==> src/rtl/terminal_request_tx.sv <==
// Terminal-side serial transmitter: frames one access request (start, 6 data, even parity,
// stop), waits for the controller's ACK, and resends on timeout until the retries run out.
module terminal_request_tx #(
  parameter int unsigned BIT_TICKS   = 4,
  parameter int unsigned ACK_TIMEOUT = 32,
  parameter int unsigned MAX_RETRY   = 2
) (
  input  logic       CLK,
  input  logic       RST_N,
  input  logic [0:2] USER,
  input  logic [0:2] FUNC,
  input  logic       REQ_VALID,
  output logic       REQ_READY,
  input  logic       ACK,
  output logic       TX,
  output logic       BUSY,
  output logic       DONE,
  output logic       ERR
);

  localparam int unsigned TickW  = (BIT_TICKS > 1) ? $clog2(BIT_TICKS) : 1;
  localparam int unsigned WaitW  = (ACK_TIMEOUT > 1) ? $clog2(ACK_TIMEOUT) : 1;
  localparam int unsigned RetryW = (MAX_RETRY > 0) ? $clog2(MAX_RETRY + 1) : 1;

  localparam logic [TickW-1:0]  TickLast = TickW'(BIT_TICKS - 1);
  localparam logic [WaitW-1:0]  WaitLast = WaitW'(ACK_TIMEOUT - 1);
  localparam logic [RetryW-1:0] RetryMax = RetryW'(MAX_RETRY);

  typedef enum logic [2:0] {
    StIdle, StStart, StData, StParity, StStop, StWaitAck, StFinish
  } state_e;

  state_e            state_q;
  logic [5:0]        frame_q;
  logic [TickW-1:0]  tick_q;
  logic [2:0]        bit_cnt_q;
  logic [WaitW-1:0]  wait_q;
  logic [RetryW-1:0] retry_q;
  logic              tx_q, busy_q, ready_q, done_q, err_q;
  logic              bit_end;
  logic              in_frame;

  assign bit_end  = (tick_q == TickLast);
  assign in_frame = (state_q == StStart) || (state_q == StData) ||
                    (state_q == StParity) || (state_q == StStop);

  always_ff @(posedge CLK) begin
    if (!RST_N) begin
      state_q   <= StIdle;
      frame_q   <= '0;
      tick_q    <= '0;
      bit_cnt_q <= '0;
      wait_q    <= '0;
      retry_q   <= '0;
      tx_q      <= 1'b1;
      busy_q    <= 1'b0;
      ready_q   <= 1'b1;
      done_q    <= 1'b0;
      err_q     <= 1'b0;
    end else begin
      done_q <= 1'b0;
      err_q  <= 1'b0;
      if (in_frame) begin
        tick_q <= bit_end ? '0 : tick_q + 1'b1;
      end
      unique case (state_q)
        StIdle: begin
          if (REQ_VALID) begin
            // frame_q[0] is the first data bit on the line (USER[0])
            frame_q   <= {FUNC[2], FUNC[1], FUNC[0], USER[2], USER[1], USER[0]};
            state_q   <= StStart;
            tx_q      <= 1'b0;
            tick_q    <= '0;
            retry_q   <= '0;
            busy_q    <= 1'b1;
            ready_q   <= 1'b0;
          end
        end
        StStart: begin
          if (bit_end) begin
            state_q   <= StData;
            bit_cnt_q <= '0;
            tx_q      <= frame_q[0];
          end
        end
        StData: begin
          if (bit_end) begin
            if (bit_cnt_q == 3'd5) begin
              state_q <= StParity;
              tx_q    <= ^frame_q;
            end else begin
              bit_cnt_q <= bit_cnt_q + 3'd1;
              tx_q      <= frame_q[bit_cnt_q + 3'd1];
            end
          end
        end
        StParity: begin
          if (bit_end) begin
            state_q <= StStop;
            tx_q    <= 1'b1;
          end
        end
        StStop: begin
          if (bit_end) begin
            state_q <= StWaitAck;
            wait_q  <= '0;
          end
        end
        StWaitAck: begin
          // ACK on the expiry cycle still wins over the timeout
          if (ACK) begin
            done_q  <= 1'b1;
            state_q <= StFinish;
          end else if (wait_q == WaitLast) begin
            if (retry_q < RetryMax) begin
              retry_q <= retry_q + 1'b1;
              state_q <= StStart;
              tx_q    <= 1'b0;
              tick_q  <= '0;
            end else begin
              err_q   <= 1'b1;
              state_q <= StFinish;
            end
          end else begin
            wait_q <= wait_q + 1'b1;
          end
        end
        StFinish: begin
          state_q <= StIdle;
          busy_q  <= 1'b0;
          ready_q <= 1'b1;
        end
        default: state_q <= StIdle;
      endcase
    end
  end

  assign TX        = tx_q;
  assign BUSY      = busy_q;
  assign REQ_READY = ready_q;
  assign DONE      = done_q;
  assign ERR       = err_q;

endmodule

==> config.mk <==
export PLATFORM = sky130hd
export DESIGN_NAME = terminal_request_tx
export DESIGN_NICKNAME = d
export VERILOG_FILES = /design/src/rtl/terminal_request_tx.sv
export SDC_FILE = /design/constraint.sdc
export NUM_CORES = 1
export LEC_CHECK = 0
export CELL_PAD_IN_SITES_DETAIL_PLACEMENT = 1
export CELL_PAD_IN_SITES_GLOBAL_PLACEMENT = 2
export CORE_MARGIN = 1
export CORE_UTILIZATION = 34
export CTS_BUF_LIST = sky130_fd_sc_hd__clkbuf_16
export DETAILED_ROUTE_END_ITERATION = 7
export PLACE_DENSITY = 0.82
export REMOVE_ABC_BUFFERS = 1
export SLEW_MARGIN = 20
export SYNTH_ARGS = -nofsm -noshare
export SYNTH_HDL_FRONTEND = slang
export SYNTH_SLANG_ARGS = --single-unit
==> constraint.sdc <==
create_clock -name CLK -period 2.7 [get_ports CLK]
set_input_delay 0.54 -clock CLK [delete_from_list [all_inputs] [get_ports CLK]]
set_output_delay 0.54 -clock CLK [all_outputs]
set_load 0.1 [all_outputs]
-- Word-level counts from Yosys, hierarchy flattened
Index checks and enable logic that the tools add are counted.
- register bits: 26
- input bits: 10
- output and inout bits: 5
- logic and storage cells: 106
- add/subtract/negate cells: 4
- $lt $le $gt $ge: 2
- eq/ne operators: 21
- mux-type cells: 46
- bitwise logic cells: 3
- reductions and logical operators: 19
- operator list (cell ; number):
    $mux 3 ; 12
    $mux 2 ; 10
    $ne 2x2->1 const B ; 10
    $pmux 3 s6 ; 1
    $mux 5 ; 3
    $eq 3x3->1 const B ; 4
    $mux 1 ; 12
    $pmux 5 s2 ; 1
    $pmux 2 s2 ; 2
    $reduce_and 4->1 ; 2
    $reduce_and 8->1 ; 1
    $reduce_bool 2->1 ; 4
    $reduce_and 7->1 ; 1
    $eq 3x2->1 const B ; 2
    $pmux 3 s2 ; 1
    $reduce_and 2->1 ; 3
    $reduce_xor 6->1 ; 1
    $add 5x1->5 const B ; 1
    $eq 5x5->1 const B ; 1
    $pmux 1 s5 ; 1
    $reduce_and 5->1 ; 1
    $reduce_bool 5->1 ; 1
    $add 2x1->2 const B ; 2
    $lt 3x4->1 const B ; 1
    other kinds (12) ; 17

-- Longest topological paths before layout
- word-level depth: 9
- gate-level depth with buffers: 7

-- Least setup slack after synthesis
No wires, ideal clock.
- kind: reg2reg
- from: reg wait_q[0]
- to: reg retry_q[1]
- library setup time: 72 ps
- data arrival time: 1914 ps
- required time: 2628 ps
- path slack: 714 ps
- cell stages (with the launch flop): 8
- clock period less this slack: 1986 ps
- path through: dfxtp_1 -> ha_1 -> and3_1 -> ha_1 -> nand4bb_1 -> o21ba_4 -> or4b_1 -> a21oi_1
- word-level cells in the longest chain between the ends: 3
- ends and longest elaborated chain (element ; line ; text):
    start, declared ; 37 ; logic [WaitW-1:0] wait_q;
    start signal, assigned ; 125 ; wait_q <= wait_q + 1'b1;
    $eq 5x5->1 ; 114 ; end else if (wait_q == WaitLast) begin
    $ne 2x2->1 (no line) ; n/a ;
    $reduce_and 5->1 (no line) ; n/a ;
    end signal, assigned ; 116 ; retry_q <= retry_q + 1'b1;
    end, declared ; 38 ; logic [RetryW-1:0] retry_q;
Every way passes these cells.
A chain may end at the register's enable or synchronous reset.

-- Final worst setup path
Same ends and word-level chain as after synthesis.

==> run summary <==
Critical-path maximum fanout: 6. The number of gates given a new drive strength after cts is 0. The class of the most critical setup path was flop to flop. Summing the areas of all compound-gate instances in the mapped netlist gives 16.6% of the synthesized area. For the pin with the worst max-slew slack, the measured transition is 642 ps. Tracing the worst setup path back leads to its startpoint at wait_q[0]. After layout, the minimum clock period comes to 2300 ps. The synthesized netlist occupies a cell area of 0.00148 sq mm. The met3 track demand over resource in global routing was 4.00%; the number of buffers added for setup after CTS was 0.

The run gives 3 as the TritonCTS buffer count. In this run the number of cells on the critical path is 7. The floorplan step set the die height to 68.0 um. Clock-pin slew was measured on the worst setup and hold paths at 70 ps.

The tools report the clock root buffer master as sky130_fd_sc_hd__clkbuf_16. Once placement finished, the instance area stood at 0.00165 sq mm. The area of all placed cells without fillers is 0.00173 sq mm, and the via count of the first global-routing pass is 1246. STA puts the critical path data required time at 2870 ps. The final sum of negative setup slack is 0 ps. In this run the core area contains 23 standard-cell rows. At the end of the flow the core is filled with cells to 42.3%. After synthesis, flip-flops and latches occupy 35.2% of the total area. Number of pins with negative max-slew slack in the final report: 0. The sort of element at the end of the critical path was a flop. On the critical path, the stage with the largest delay is an instance of sky130_fd_sc_hd__or4b_1. The type of the tightest min-delay check was flop to flop.

The run gives 434 MHz as the maximum operating frequency. The number of cells produced by synthesis is 167, and the leakage power is 0.667 nW. The global-route congestion overflow total came out at 0.

The critical path data arrival time is 2480 ps. After Yosys synthesis, full adders, half adders and majority gates account for 4.23% of the synthesized area. VDD sags by at most 0.000261 V. The synthesized netlist devotes 5.07% of its cell area to XOR and XNOR gates.

The depth of the worst register-to-register path came out at 7. The met2 usage in global routing was 29.5%. The power density normalized to cell area is 535 mW/mm^2. Total of max-cap violations: 0.

Setup repair after global routing left no endpoint under its margin. The most critical setup path has its endpoint at retry_q[1]. In this run the critical register-to-register path is captured at retry_q[1]. Headroom to the max-slew limit came out at 57.1%. In this run the register-to-register setup slack is 400 ps. The count of buffering cells on the critical path with inverters included was 0.

After synthesis, the largest family of logic cells by area is simple AND/OR/NAND/NOR gates. Final hold analysis gives a worst-case slack of 470 ps. Count of flip-flops with a built-in enable after synthesis: 0.

The tools report the placeable core region as 0.00409 sq mm. In this run the tool buffered the top-level ports with 14 buffer cells. The fraction of registers with async set or reset after synthesis was 0%.

The number of violations reported at the end of detailed-routing iteration 0 was 46. The tools report the global routing usage summed across all routing layers as 17.1%. The Yosys step of the flow raised 0 warnings. The met1 track demand over resource in global routing is 21.6%, and the worst-skew pair later-pin latency is 260 ps. The total DRC errors in the routed layout is 0, and the total power draw is 927 uW. Clock tree synthesis found a total of 26 sinks. The number of hold buffers added after CTS was 0. The synthesized netlist devotes 26.5% of its cell area to simple gates.

For this design the top-level I/O count stands at 15. The tools report the weighted congestion reported at the end of routability-driven placement as 0.818. Broken down by cell family, the worst path's largest delay share belongs to simple AND/OR/NAND/NOR gates. The detail route stage leaves a number of antenna-violating nets equal to 0.

The overall via count from detail_route is 1253. Startpoint kind of the worst setup timing path: a flop. For this run, the post-layout net count is 196.

After detailed routing, the number of vias per cell comes to 5.45. Averaged over all synthesized cells, the footprint is 8.86 sq um. The first global-routing pass estimated 5870 um of wire. The initial utilization of the core area, before any placement, comes to 36.2%.

The first detailed-routing pass took 4 iterations. The run finished with clean final reports. The routed design has 3490 um of wire. The layout-stage area growth over the synthesis result was 16.9%. Setup violations remaining at the end of the flow were counted as 0. Layer carrying the most global-route usage: met2. Dividing the detail-routed wire length by the instance count gives 15.2 um. After synthesis the netlist holds a flip-flop and latch count of 26.

The cell that appears most often on the critical path is sky130_fd_sc_hd__ha_1. The floorplan step defined a die boundary enclosing 0.00462 sq mm. The clock arrives with 3.44 ps of skew. The launch point of the worst reg-to-reg path is wait_q[0].

Traced cell by cell, the critical path runs through ha_1, and3_1, ha_1, nand4bb_1, o21ba_4, or4b_1, a21oi_1. The tools report the detailed placement HPWL as 2600 um. TritonCTS built the clock tree. For the CTS H-tree depth, the log shows 1. The number of buffers between clock root and the deepest sink is 2, and the largest net degree at the start of global routing is 20. The initial antenna violation count was 0; the horizontal extent of the die was 68.0 um. Yosys mapped the design onto 45 distinct sky130hd cell types. The antenna diode count was 0; the share of the clock period used by the worst path after layout was 85.4%. The count of endpoints failing hold in the final timing report came out at 0. Layout cell share with drive strength beyond 1: 8.89%.

Mux share of post-synthesis cell area: 9.13%. The most used flip-flop cell after synthesis is sky130_fd_sc_hd__dfxtp_1. The largest stage delay on the critical path was 510 ps.
-- tightest hold or removal path, cell delays in order (launching register included) --
cell and delay [ps]:
sky130_fd_sc_hd__dfxtp_1 320, sky130_fd_sc_hd__nand2_1 60, sky130_fd_sc_hd__a21oi_1 50
-- registers in the layout, summed over array words and instances, names as in the netlist --
signal	count
frame_q	6
wait_q	5
bit_cnt_q	3
state_q	3
retry_q	2
tick_q	2
BUSY	1
DONE	1
ERR	1
REQ_READY	1
TX	1
-- power by group --
group	switching (mW)	internal (mW)
logic	0.0942	0.0762
registers	0.0243	0.400
clock network	0.134	0.198
total	0.252	0.674
-- synthesized netlist by cell type (2+ instances only) --
cell	n	area, sq um
sky130_fd_sc_hd__dfxtp_1	26	521
sky130_fd_sc_hd__nor2_1	19	71.3
sky130_fd_sc_hd__a21oi_1	11	55.1
sky130_fd_sc_hd__nand2_1	11	41.3
sky130_fd_sc_hd__mux2i_1	9	90.1
sky130_fd_sc_hd__o21ai_0	7	35.0
sky130_fd_sc_hd__nand2b_1	6	37.5
sky130_fd_sc_hd__nor2b_1	6	37.5
sky130_fd_sc_hd__clkbuf_1	5	18.8
sky130_fd_sc_hd__ha_1	5	62.6
sky130_fd_sc_hd__nand3_1	4	20.0
sky130_fd_sc_hd__nor3_1	4	20.0
sky130_fd_sc_hd__o211ai_1	4	30.0
sky130_fd_sc_hd__and3_1	3	18.8
sky130_fd_sc_hd__inv_1	3	11.3
sky130_fd_sc_hd__nand3b_1	3	22.5
sky130_fd_sc_hd__nand4_1	3	18.8
sky130_fd_sc_hd__xnor2_1	3	26.3
sky130_fd_sc_hd__xor2_1	3	26.3
sky130_fd_sc_hd__mux2_2	2	22.5
sky130_fd_sc_hd__nand4b_1	2	17.5
sky130_fd_sc_hd__nor3b_1	2	15.0
sky130_fd_sc_hd__nor4_1	2	12.5
sky130_fd_sc_hd__o21a_1	2	15.0
sky130_fd_sc_hd__o31ai_1	2	15.0
-- layout by cell type, fill, tap and decap left out, types with 2 or more instances in the layout --
cell and instances:
sky130_fd_sc_hd__a21oi_1 11, sky130_fd_sc_hd__and3_1 3, sky130_fd_sc_hd__buf_4 7, sky130_fd_sc_hd__clkbuf_16 3, sky130_fd_sc_hd__clkdlybuf4s50_1 9, sky130_fd_sc_hd__clkinv_1 2, sky130_fd_sc_hd__dfxtp_1 26, sky130_fd_sc_hd__ha_1 5
sky130_fd_sc_hd__inv_1 3, sky130_fd_sc_hd__mux2_2 2, sky130_fd_sc_hd__mux2i_1 9, sky130_fd_sc_hd__nand2_1 11, sky130_fd_sc_hd__nand2b_1 6, sky130_fd_sc_hd__nand3_1 4, sky130_fd_sc_hd__nand3b_1 3, sky130_fd_sc_hd__nand4_1 3
sky130_fd_sc_hd__nand4b_1 2, sky130_fd_sc_hd__nor2_1 19, sky130_fd_sc_hd__nor2b_1 6, sky130_fd_sc_hd__nor3_1 4, sky130_fd_sc_hd__nor3b_1 2, sky130_fd_sc_hd__nor4_1 2, sky130_fd_sc_hd__o211ai_1 4, sky130_fd_sc_hd__o21a_1 2
sky130_fd_sc_hd__o21ai_0 7, sky130_fd_sc_hd__o31ai_1 2, sky130_fd_sc_hd__xnor2_1 3, sky130_fd_sc_hd__xor2_1 3
-- layer usage --
metal | routed length (um) | vias up
li1 | - | 634
met1 | 1720 | 605
met2 | 1670 | 12
met3 | 80 | 2
met4 | 17 | 0
met5 | 0 | -
-- kinds of logic after synthesis --
group / after synthesis
compound gates: 36
xor+xnor: 7
fa+ha+maj: 5
buf+inv: 11
flops: 26
mux: 12
simple gates: 70
-- layout make-up --
class	count	area (sq um)
inverters	4	15.0
well taps	50	62.6
clock buffers	3	75.1
clock inverters	1	3.75
repair buffers	16	143
fillers	483	2360
flip-flops and latches	26	520
multi-input cells	130	911
-- worst min path at each step --
stage / startpoint / endpoint / slack [ps] / cells after the start
floorplan: wait_q[4] / wait_q[4] / 440 / 2
global placement: wait_q[4] / wait_q[4] / 450 / 2
detailed placement: wait_q[1] / wait_q[1] / 460 / 2
CTS: wait_q[1] / wait_q[1] / 470 / 2
global route: wait_q[4] / wait_q[4] / 510 / 2
finish: wait_q[1] / wait_q[1] / 470 / 2
-- metrics by stage --
stage	cells	setup WS (ps)
global placement	226	397
detailed placement	226	292
floorplan	160	697
CTS	230	389
finish	230	395
global route	230	224
No activity file was read; power rests on OpenSTA's default activity.
